===== src/rtl/dds_pkg.sv =====
// Shared configuration for the DDS LUT scheduler: channel count, datapath
// widths and the per-channel configuration record.
package dds_pkg;

  localparam int NUM_CH  = 4;   // channels sharing the LUT (>=2, power of two)
  localparam int PHASE_W = 10;  // phase accumulator / tuning word width
  localparam int AMP_W   = 10;  // LUT amplitude width
  localparam int CH_W    = $clog2(NUM_CH);

  // Per-channel configuration written over the host bus
  typedef struct packed {
    logic [PHASE_W-1:0] ftw;
    logic               en;
  } ch_cfg_t;

endpackage


===== src/rtl/dds_channel_bank.sv =====
// Per-channel tuning word, enable and phase accumulator registers.
// A single adder advances whichever channel currently owns the LUT slot.
module dds_channel_bank
  import dds_pkg::*;
(
  input  logic               clk,
  input  logic               reset,
  input  logic               wr_en,
  input  logic [CH_W-1:0]    wr_ch,
  input  ch_cfg_t            wr_cfg,
  input  logic               wr_clr,
  input  logic               sync,
  input  logic [CH_W-1:0]    slot,
  output logic [PHASE_W-1:0] slot_phase,
  output logic               slot_en
);

  logic [PHASE_W-1:0] acc_all [NUM_CH];
  logic [PHASE_W-1:0] ftw_all [NUM_CH];
  logic               en_all  [NUM_CH];
  logic [PHASE_W-1:0] next_phase;

  // The slot channel's current phase goes to the LUT; its sum is the only
  // accumulator update that can happen this cycle, so one adder suffices.
  assign slot_phase = acc_all[slot];
  assign slot_en    = en_all[slot];
  assign next_phase = acc_all[slot] + ftw_all[slot];

  generate
    for (genvar gi = 0; gi < NUM_CH; gi++) begin : g_ch
      ch_cfg_t            cfg_reg;
      logic [PHASE_W-1:0] acc_reg;
      logic               hit_wr;
      logic               hit_slot;

      assign hit_wr   = wr_en && (wr_ch == CH_W'(gi));
      assign hit_slot = (slot == CH_W'(gi));

      assign acc_all[gi] = acc_reg;
      assign ftw_all[gi] = cfg_reg.ftw;
      assign en_all[gi]  = cfg_reg.en;

      // Config write lands at end of cycle, so a write in this channel's own
      // slot still lets the slot use the old ftw/en.
      always_ff @(posedge clk) begin
        if (reset) begin
          cfg_reg <= '0;
        end else if (hit_wr) begin
          cfg_reg <= wr_cfg;
        end
      end

      // Accumulator priority: sync clears all, then per-channel clear, then increment.
      always_ff @(posedge clk) begin
        if (reset || sync) begin
          acc_reg <= '0;
        end else if (hit_wr && wr_clr) begin
          acc_reg <= '0;
        end else if (hit_slot && cfg_reg.en) begin
          acc_reg <= next_phase;
        end
      end
    end
  endgenerate

endmodule


===== src/rtl/dds_lut_scheduler.sv =====
// Round-robin scheduler sharing one combinational sine LUT among NUM_CH DDS
// channels: one channel per clock presents its phase, the returned amplitude
// is registered and tagged with its channel one cycle later.
module dds_lut_scheduler
  import dds_pkg::*;
(
  input  logic               clk,
  input  logic               reset,
  input  logic               cfg_valid,
  output logic               cfg_ready,
  input  logic [CH_W-1:0]    cfg_ch,
  input  logic [PHASE_W-1:0] cfg_ftw,
  input  logic               cfg_en,
  input  logic               cfg_clr,
  input  logic               sync_req,
  output logic [PHASE_W-1:0] lut_phase,
  input  logic [AMP_W-1:0]   lut_data,
  output logic               out_valid,
  output logic [CH_W-1:0]    out_ch,
  output logic [AMP_W-1:0]   out_sample
);

  logic [CH_W-1:0]  slot_reg;
  logic             cfg_ready_reg;
  logic             out_valid_reg;
  logic [CH_W-1:0]  out_ch_reg;
  logic [AMP_W-1:0] out_sample_reg;
  logic             wr_en;
  logic             slot_en;
  ch_cfg_t          wr_cfg;

  assign wr_en  = cfg_valid && cfg_ready_reg;
  assign wr_cfg = '{ftw: cfg_ftw, en: cfg_en};

  dds_channel_bank u_bank (
    .clk        (clk),
    .reset      (reset),
    .wr_en      (wr_en),
    .wr_ch      (cfg_ch),
    .wr_cfg     (wr_cfg),
    .wr_clr     (cfg_clr),
    .sync       (sync_req),
    .slot       (slot_reg),
    .slot_phase (lut_phase),
    .slot_en    (slot_en)
  );

  // Free-running slot counter; NUM_CH is a power of two so it wraps naturally.
  always_ff @(posedge clk) begin
    if (reset) begin
      slot_reg <= '0;
    end else begin
      slot_reg <= slot_reg + CH_W'(1);
    end
  end

  // Config port is ready from the cycle after the first non-reset edge onward.
  always_ff @(posedge clk) begin
    if (reset) begin
      cfg_ready_reg <= 1'b0;
    end else begin
      cfg_ready_reg <= 1'b1;
    end
  end

  // Capture the LUT result for the current slot; valid follows that slot's enable.
  always_ff @(posedge clk) begin
    if (reset) begin
      out_valid_reg  <= 1'b0;
      out_ch_reg     <= '0;
      out_sample_reg <= '0;
    end else begin
      out_valid_reg  <= slot_en;
      out_ch_reg     <= slot_reg;
      out_sample_reg <= lut_data;
    end
  end

  assign cfg_ready  = cfg_ready_reg;
  assign out_valid  = out_valid_reg;
  assign out_ch     = out_ch_reg;
  assign out_sample = out_sample_reg;

endmodule


===== config.mk =====
export PLATFORM = sky130hd
export DESIGN_NAME = dds_lut_scheduler
export DESIGN_NICKNAME = d
export VERILOG_FILES = /design/src/rtl/dds_pkg.sv /design/src/rtl/dds_channel_bank.sv /design/src/rtl/dds_lut_scheduler.sv
export SDC_FILE = /design/constraint.sdc
export NUM_CORES = 1
export LEC_CHECK = 0
export ABC_AREA = 0
export CAP_MARGIN = 20
export CORE_MARGIN = 10
export CORE_UTILIZATION = 40
export CTS_CLUSTER_DIAMETER = 100
export DETAILED_ROUTE_END_ITERATION = 6
export DONT_BUFFER_PORTS = 1
export PLACE_DENSITY_LB_ADDON = 0.15
export SYNTH_ARGS = -nofsm -noshare
export SYNTH_HDL_FRONTEND = slang
export SYNTH_HIERARCHICAL = 1
export SYNTH_SLANG_ARGS = --single-unit

===== constraint.sdc =====
create_clock -name clk -period 2.9 [get_ports clk]
set_input_delay 0.145 -clock clk [delete_from_list [all_inputs] [get_ports clk]]
set_output_delay 0.145 -clock clk [all_outputs]
set_load 0.02 [all_outputs]

### Word-level counts from Yosys, hierarchy flattened

Index checks and enable logic that the tools add are counted.

* bits in registers: 100
* output and inout port bits: 24
* logic and storage cells: 57
* bits of input ports: 28

* reductions and logical operators: 20
* bitwise operators: 1
* multiplexer cells: 10
* eq/ne operators: 6
* $add $sub $neg: 2
* order comparisons: 1

Operator list (count)
* $bmux 10 s2: 2
* $mux 10: 4
* $logic_and 1x1->1: 13
* $add 10x10->10: 1
* $eq 2x2->1 const B: 4
* $reduce_or 2->1: 4
* $eq 2x1->1 const B: 2
* $logic_not 2->1: 2
* $ge 3x3->1 const B: 1
* $mux 1: 3
* $not 2->3: 1
* $add 2x1->2 const B: 1
* $bmux 1 s2: 1
* $logic_or 1x1->1: 1

### Depth between registers and ports, before layout

* depth in word-level cells: 5
* depth in mapped cells: 12
* mapped depth without buffers: 10

### Cells and area by module

The synthesis kept the hierarchy.

By module, submodules not included
* dds_channel_bank: cells an instance 427, instances 1, area an instance 3870.0 sq um, seq. area each 1681.6 sq um
* dds_lut_scheduler: cells an instance 35, instances 1, area an instance 464.2 sq um, seq. area each 320.3 sq um

### Least setup slack after synthesis

Ideal clock, no wire load.

* path type: reg2reg
* start point: register slot_reg[1]
* end point: register u_bank.g_ch[2].acc_reg[9]
* path buffers: 2
* data required time: 2.813 ns
* path slack: -0.041 ns
* arrival time: 2.854 ns
* clock period less this slack: 2.941 ns
* setup time: 0.087 ns
* cell stages (with the launch flop): 11
* cells stage by stage: dfxtp_1 > buf_2 > buf_2 > mux4_2 > ha_1 > a21oi_1 > nor2_1 > a211oi_1 > o31ai_4 > xnor2_2 > a211oi_1

* word-level cells in the longest chain between the ends: 5
* elaborated cells between the ends (all ways): 10
* classes of those cells: 1 x add/sub; 1 x eq/ne; 6 x mux; 1 x bitwise; 1 x reduce/logical

RTL lines
* from (decl): line dds_lut_scheduler.sv:23 `logic [CH_W-1:0] slot_reg;`
* from (signal assigned): line dds_lut_scheduler.sv:53 `slot_reg <= slot_reg + CH_W'(1);`
* $not 2->3
* $bmux 10 s2
* $mux 10 (2 in series)
* net lut_phase[6]: line dds_lut_scheduler.sv:16 `output logic [PHASE_W-1:0] lut_phase,`
* $add 10x10->10: line dds_channel_bank.sv:27 `assign next_phase = acc_all[slot] + ftw_all[slot];`
* to (signal assigned): line dds_channel_bank.sv:60 `acc_reg <= next_phase;`
* to (decl): line dds_channel_bank.sv:32 `logic [PHASE_W-1:0] acc_reg;`

The timed path passes the listed nets, and every way through them passes these cells. The select of a mux whose other input is x is not followed.
A chain may end at the register's enable or synchronous reset.

### Worst setup path in the final report

* start point: register slot_reg[1]
* end point: register u_bank.g_ch[1].acc_reg[8]

* word-level cells in the longest chain between the ends: 5
* elaborated cells between the ends (all ways): 10
* classes of those cells: 1 x add/sub; 1 x eq/ne; 6 x mux; 1 x bitwise; 1 x reduce/logical

RTL lines (line)
* $not 2->3 (not written as such): dds_channel_bank.sv:27
* $bmux 10 s2: dds_channel_bank.sv:27
* $mux 10 (not written as such) (2 in series): dds_channel_bank.sv:27
* $add 10x10->10: dds_channel_bank.sv:27
* to (signal assigned): dds_channel_bank.sv:60
* to (decl): dds_channel_bank.sv:32

Several ways; a longest one is shown, not always the timed one. The select of a mux whose other input is x is not followed.

==> impl_metrics.csv <==
group,metric,value,unit
outcome,status,"finished clean",
timing,finalCriticalPeriod,2720,ps
setup_path,worstReg2RegStart,"slot_reg[1]$_SDFF_PP0_",
setup_path,cp.buffers_inverters,2,
yosys,yosysMostFrequentCell,"nand2_1",
finish,drive_gt1_share,15.2,%
setup_path,cpMostUsedCell,"a21oi_1",
yosys,yosysTopAreaCell,"dfxtp_1",
cts,htree_num_levels,3,
yosys,synth-xor-area-share,2.37,%
power_and_ir_drop,ir_drop,0.274,mV
floorplanning,rows,37,
yosys,synthTopCellsByArea,"dfxtp_1, mux4_2, nand2_1",
timing,fin_skew,12.7,ps
power_and_ir_drop,power_density,504,nW/µm²
run,cap_viol_max_count,0,
yosys,syn_nets,500,
placement,place.gp.congestion,0.774,
yosys,avgSynthCellArea,9.38,µm²
yosys,async_flop_share,0,%
yosys,synthCells,462,
cts,cts_root_buffer,"clkbuf_8",
power_and_ir_drop,p_sw_share,25.1,%
worst_hold_path,min_from,"reset",
yosys,synth_common_cells,"nand2_1, dfxtp_1, a21oi_1",
placement,portBuffers,0,
timing,max_slew_margin,39.2,%
routing,drtIter0Drc,332,
timing,fin_ws,180,ps
floorplanning,pin_count,52,
setup_path,cp_top_family,"adder cells",
cts,clock_latency,360,ps
floorplanning,dieHeight,124,µm
global_routing,grt_pass1_wl,18100,µm
yosys,synthesis.area,4330,µm²
routing,vias,3357,
worst_hold_path,hold_end,"cfg_ready$_DFF_P_",
cts,cts_made_buffers,9,
timing,fin_tns_setup,0,ps
setup_path,worst_setup_path_start_kind,"flop",
timing,fmax,0.368,GHz
floorplanning,start_util,41.4,%
yosys,synth_top_area_share,46.2,%
global_routing,grt_overflow,0,
setup_path,worstPathRequired,3190,ps
finish,finalNetCount,526,
worst_hold_path,hold_path_depth,2,
yosys,synth_edf_count,0,
power_and_ir_drop,leakage,0.00193,µW
setup_path,r2r-end,"u_bank/g_ch[1].acc_reg[8]$_SDFFE_PP0P_",
routing,wl_per_cell,18.1,µm
setup_path,worstSetupPathType,"reg2reg",
finish,num-fill-cells,1051,
yosys,synth_flop_cell,"dfxtp_1",
floorplanning,design.die.area,15400,µm²
floorplanning,die_w,124,µm
yosys,synth_top_family_by_area,"simple AND/OR/NAND/NOR gates",
timing,finalMaxSlewViolations,0,
yosys,synth_seq_area_share,46.2,%
power_and_ir_drop,pwr-share-clk,35.1,%
setup_path,endpoint_kind,"flop",
setup_path,reg2reg_depth,11,
placement,dpl_worst_slack,32.0,ps
yosys,synth_mux_area_share,15.5,%
routing,wl,11400,µm
yosys,synth_simple_gate_area_share,18.7,%
worst_hold_path,hp-class,"in2reg",
cts,clock-sinks,100,
routing,drc_errors,0,
global_routing,grt_start_max_net_pins,61,
power_and_ir_drop,comb_power_share,8.6,%
yosys,ys_warn_count,6,
cts,cts_tree,"built",
yosys,synth_seq_cells,100,
routing,avgViaCountPerCell,5.34,
setup_path,cp_data_arrival_time,3010,ps
timing,tightest_slew,909,ps
routing,antenna_left,0,
global_routing,antenna_found_initial,0,
cts,clk_pin_slew,100,ps
setup_path,path_cells,"buf_12 > mux4_2 > ha_1 > inv_1 > fa_1 > nand2b_1 > a21oi_1 > o22ai_1 > xnor2_2 > nand2_1 > a21oi_1",
finish,diodes,0,
timing,finalSetupViolCount,0,
floorplanning,core-area,10500,µm²
timing,period_share,93.8,%
placement,dp_hpwl,7620,µm
timing,finalHoldViolations,0,
yosys,synth_compound_area_share,11.1,%
power_and_ir_drop,p_sw,637,µW
setup_path,regToRegSetupSlack,180,ps
routing,drtPass1Iterations,6,
power_and_ir_drop,internal-power,1900,µW
power_and_ir_drop,pwr-share-seq,56.3,%
timing,holdWs,71.6,ps
finish,fin_area,5030,µm²
cts,cts_buffer_depth,2,
setup_path,critPathMaxFanout,19,
global_routing,track_usage,15.3,%
finish,syn2layout_area_growth,16.1,%
timing,rsz0062_at_grt,"false",
global_routing,grt_pass1_vias,3239,
setup_path,cpMaxStageDelayCell,"fa_1",
yosys,synth.distinct_cells,36,
setup_path,slowest_delay,390,ps
placement,placed_cell_area,4560,µm²
yosys,synth-adder-area-share,3.06,%
==> placed cells by master, fill, tap and decap left out, types with 2 or more instances in the layout <==
| master | Yosys | final |
|---|---|---|
| dfxtp_2 | 0 | 2 |
| a211oi_1 | 11 | 8 |
| clkbuf_8 | 0 | 9 |
| inv_1 | 4 | 4 |
| a21oi_1 | 60 | 59 |
| and3_1 | 3 | 3 |
| buf_12 | 0 | 3 |
| nand3_1 | 3 | 3 |
| nand2_1 | 110 | 110 |
| dlygate4sd3_1 | 0 | 21 |
| clkinv_2 | 0 | 2 |
| a211oi_2 | 0 | 3 |
| buf_4 | 0 | 16 |
| ha_1 | 9 | 9 |
| xnor2_2 | 1 | 3 |
| and2b_1 | 6 | 6 |
| clkinv_4 | 0 | 2 |
| xnor2_1 | 7 | 5 |
| mux4_2 | 20 | 20 |
| mux2i_1 | 22 | 22 |
| o21ai_1 | 3 | 3 |
| and2_1 | 3 | 3 |
| dfxtp_1 | 100 | 98 |
| nand3b_1 | 3 | 3 |
| nor2b_2 | 7 | 7 |
| nand2b_1 | 3 | 3 |
| nor2_1 | 47 | 47 |
==> worst max-delay path by stage <==
stage | start | end | slack, ps | depth (start not counted)
after floorplan | slot_reg[1]$_SDFF_PP0_ | u_bank/g_ch[2].acc_reg[8]$_SDFFE_PP0P_ | 20 | 10
after global placement | slot_reg[1]$_SDFF_PP0_ | u_bank/g_ch[1].acc_reg[9]$_SDFFE_PP0P_ | 150 | 9
after detailed placement | slot_reg[1]$_SDFF_PP0_ | u_bank/g_ch[1].acc_reg[9]$_SDFFE_PP0P_ | 30 | 9
after CTS | slot_reg[1]$_SDFF_PP0_ | u_bank/g_ch[1].acc_reg[9]$_SDFFE_PP0P_ | 20 | 9
after global routing | slot_reg[1]$_SDFF_PP0_ | u_bank/g_ch[3].acc_reg[6]$_SDFFE_PP0P_ | 5 | 11
final | slot_reg[1]$_SDFF_PP0_ | u_bank/g_ch[1].acc_reg[8]$_SDFFE_PP0P_ | 180 | 11
==> final cells by class <==
class                      instances  area, µm²  area share (%)
multi-input combinational        332       2230            44.3
clock buffer                      10        128            2.54
tap                              136        170            3.38
sequential                       100       2000            39.9
timing repair buffer              41        418            8.31
clock inverter                     6       65.1            1.29
inverter                           4       15.0           0.299
==> power by group through the flow <==
| stage | logic (µW) | registers, µW | clock network, µW |
|---|---|---|---|
| finish | 218 | 1430 | 891 |
| global route | 238 | 1430 | 974 |
| CTS | 219 | 1430 | 921 |
| detailed placement | 172 | 1460 | 0 |
| global placement | 169 | 1460 | 0 |
| floorplan | 134 | 1450 | 0 |
==> cell families after synthesis <==
kind of cell / Yosys count
AO/OA/AOI/OAI: 82
XOR/XNOR: 10
adder cells (fa/ha/maj): 10
buffers and inverters: 30
flip-flops: 100
multiplexers: 42
AND/OR/NAND/NOR: 188
==> stage by stage <==
step | util [%] | total power (µW) | cells
after detailed placement | 43.6 | 1630 | 591
after global routing | 48.1 | 2640 | 629
after CTS | 47.7 | 2570 | 629
after floorplan | - | 1590 | 462
final | 48.1 | 2540 | 629
after global placement | 43.6 | 1630 | 591
==> worst reg2reg max path, cell delays in order, from the launching register on <==
cell and delay (ps):
dfxtp_2 360, buf_12 160, mux4_2 370, ha_1 220
inv_1 70, fa_1 390, nand2b_1 170, a21oi_1 250
o22ai_1 160, xnor2_2 240, nand2_1 80, a21oi_1 170
==> routing by layer <==
layer / global-route usage [%] / share of wire (%)
met1: 20.1 / 45
met2: 24.0 / 47
met3: 4.62 / 6.9
met4: 3.88 / 0.96
met5: 0 / 0
==> repair_timing <==
item | 4_1_cts | 5_1_grt
resized for setup | 0 | 8
endpoints found under the hold margin | 60 | 0
hold buffers | 22 | 0
endpoints found under the setup margin | 0 | 19
buffers inserted | 0 | 0
Note: power is estimated with default switching activity, not from simulation.
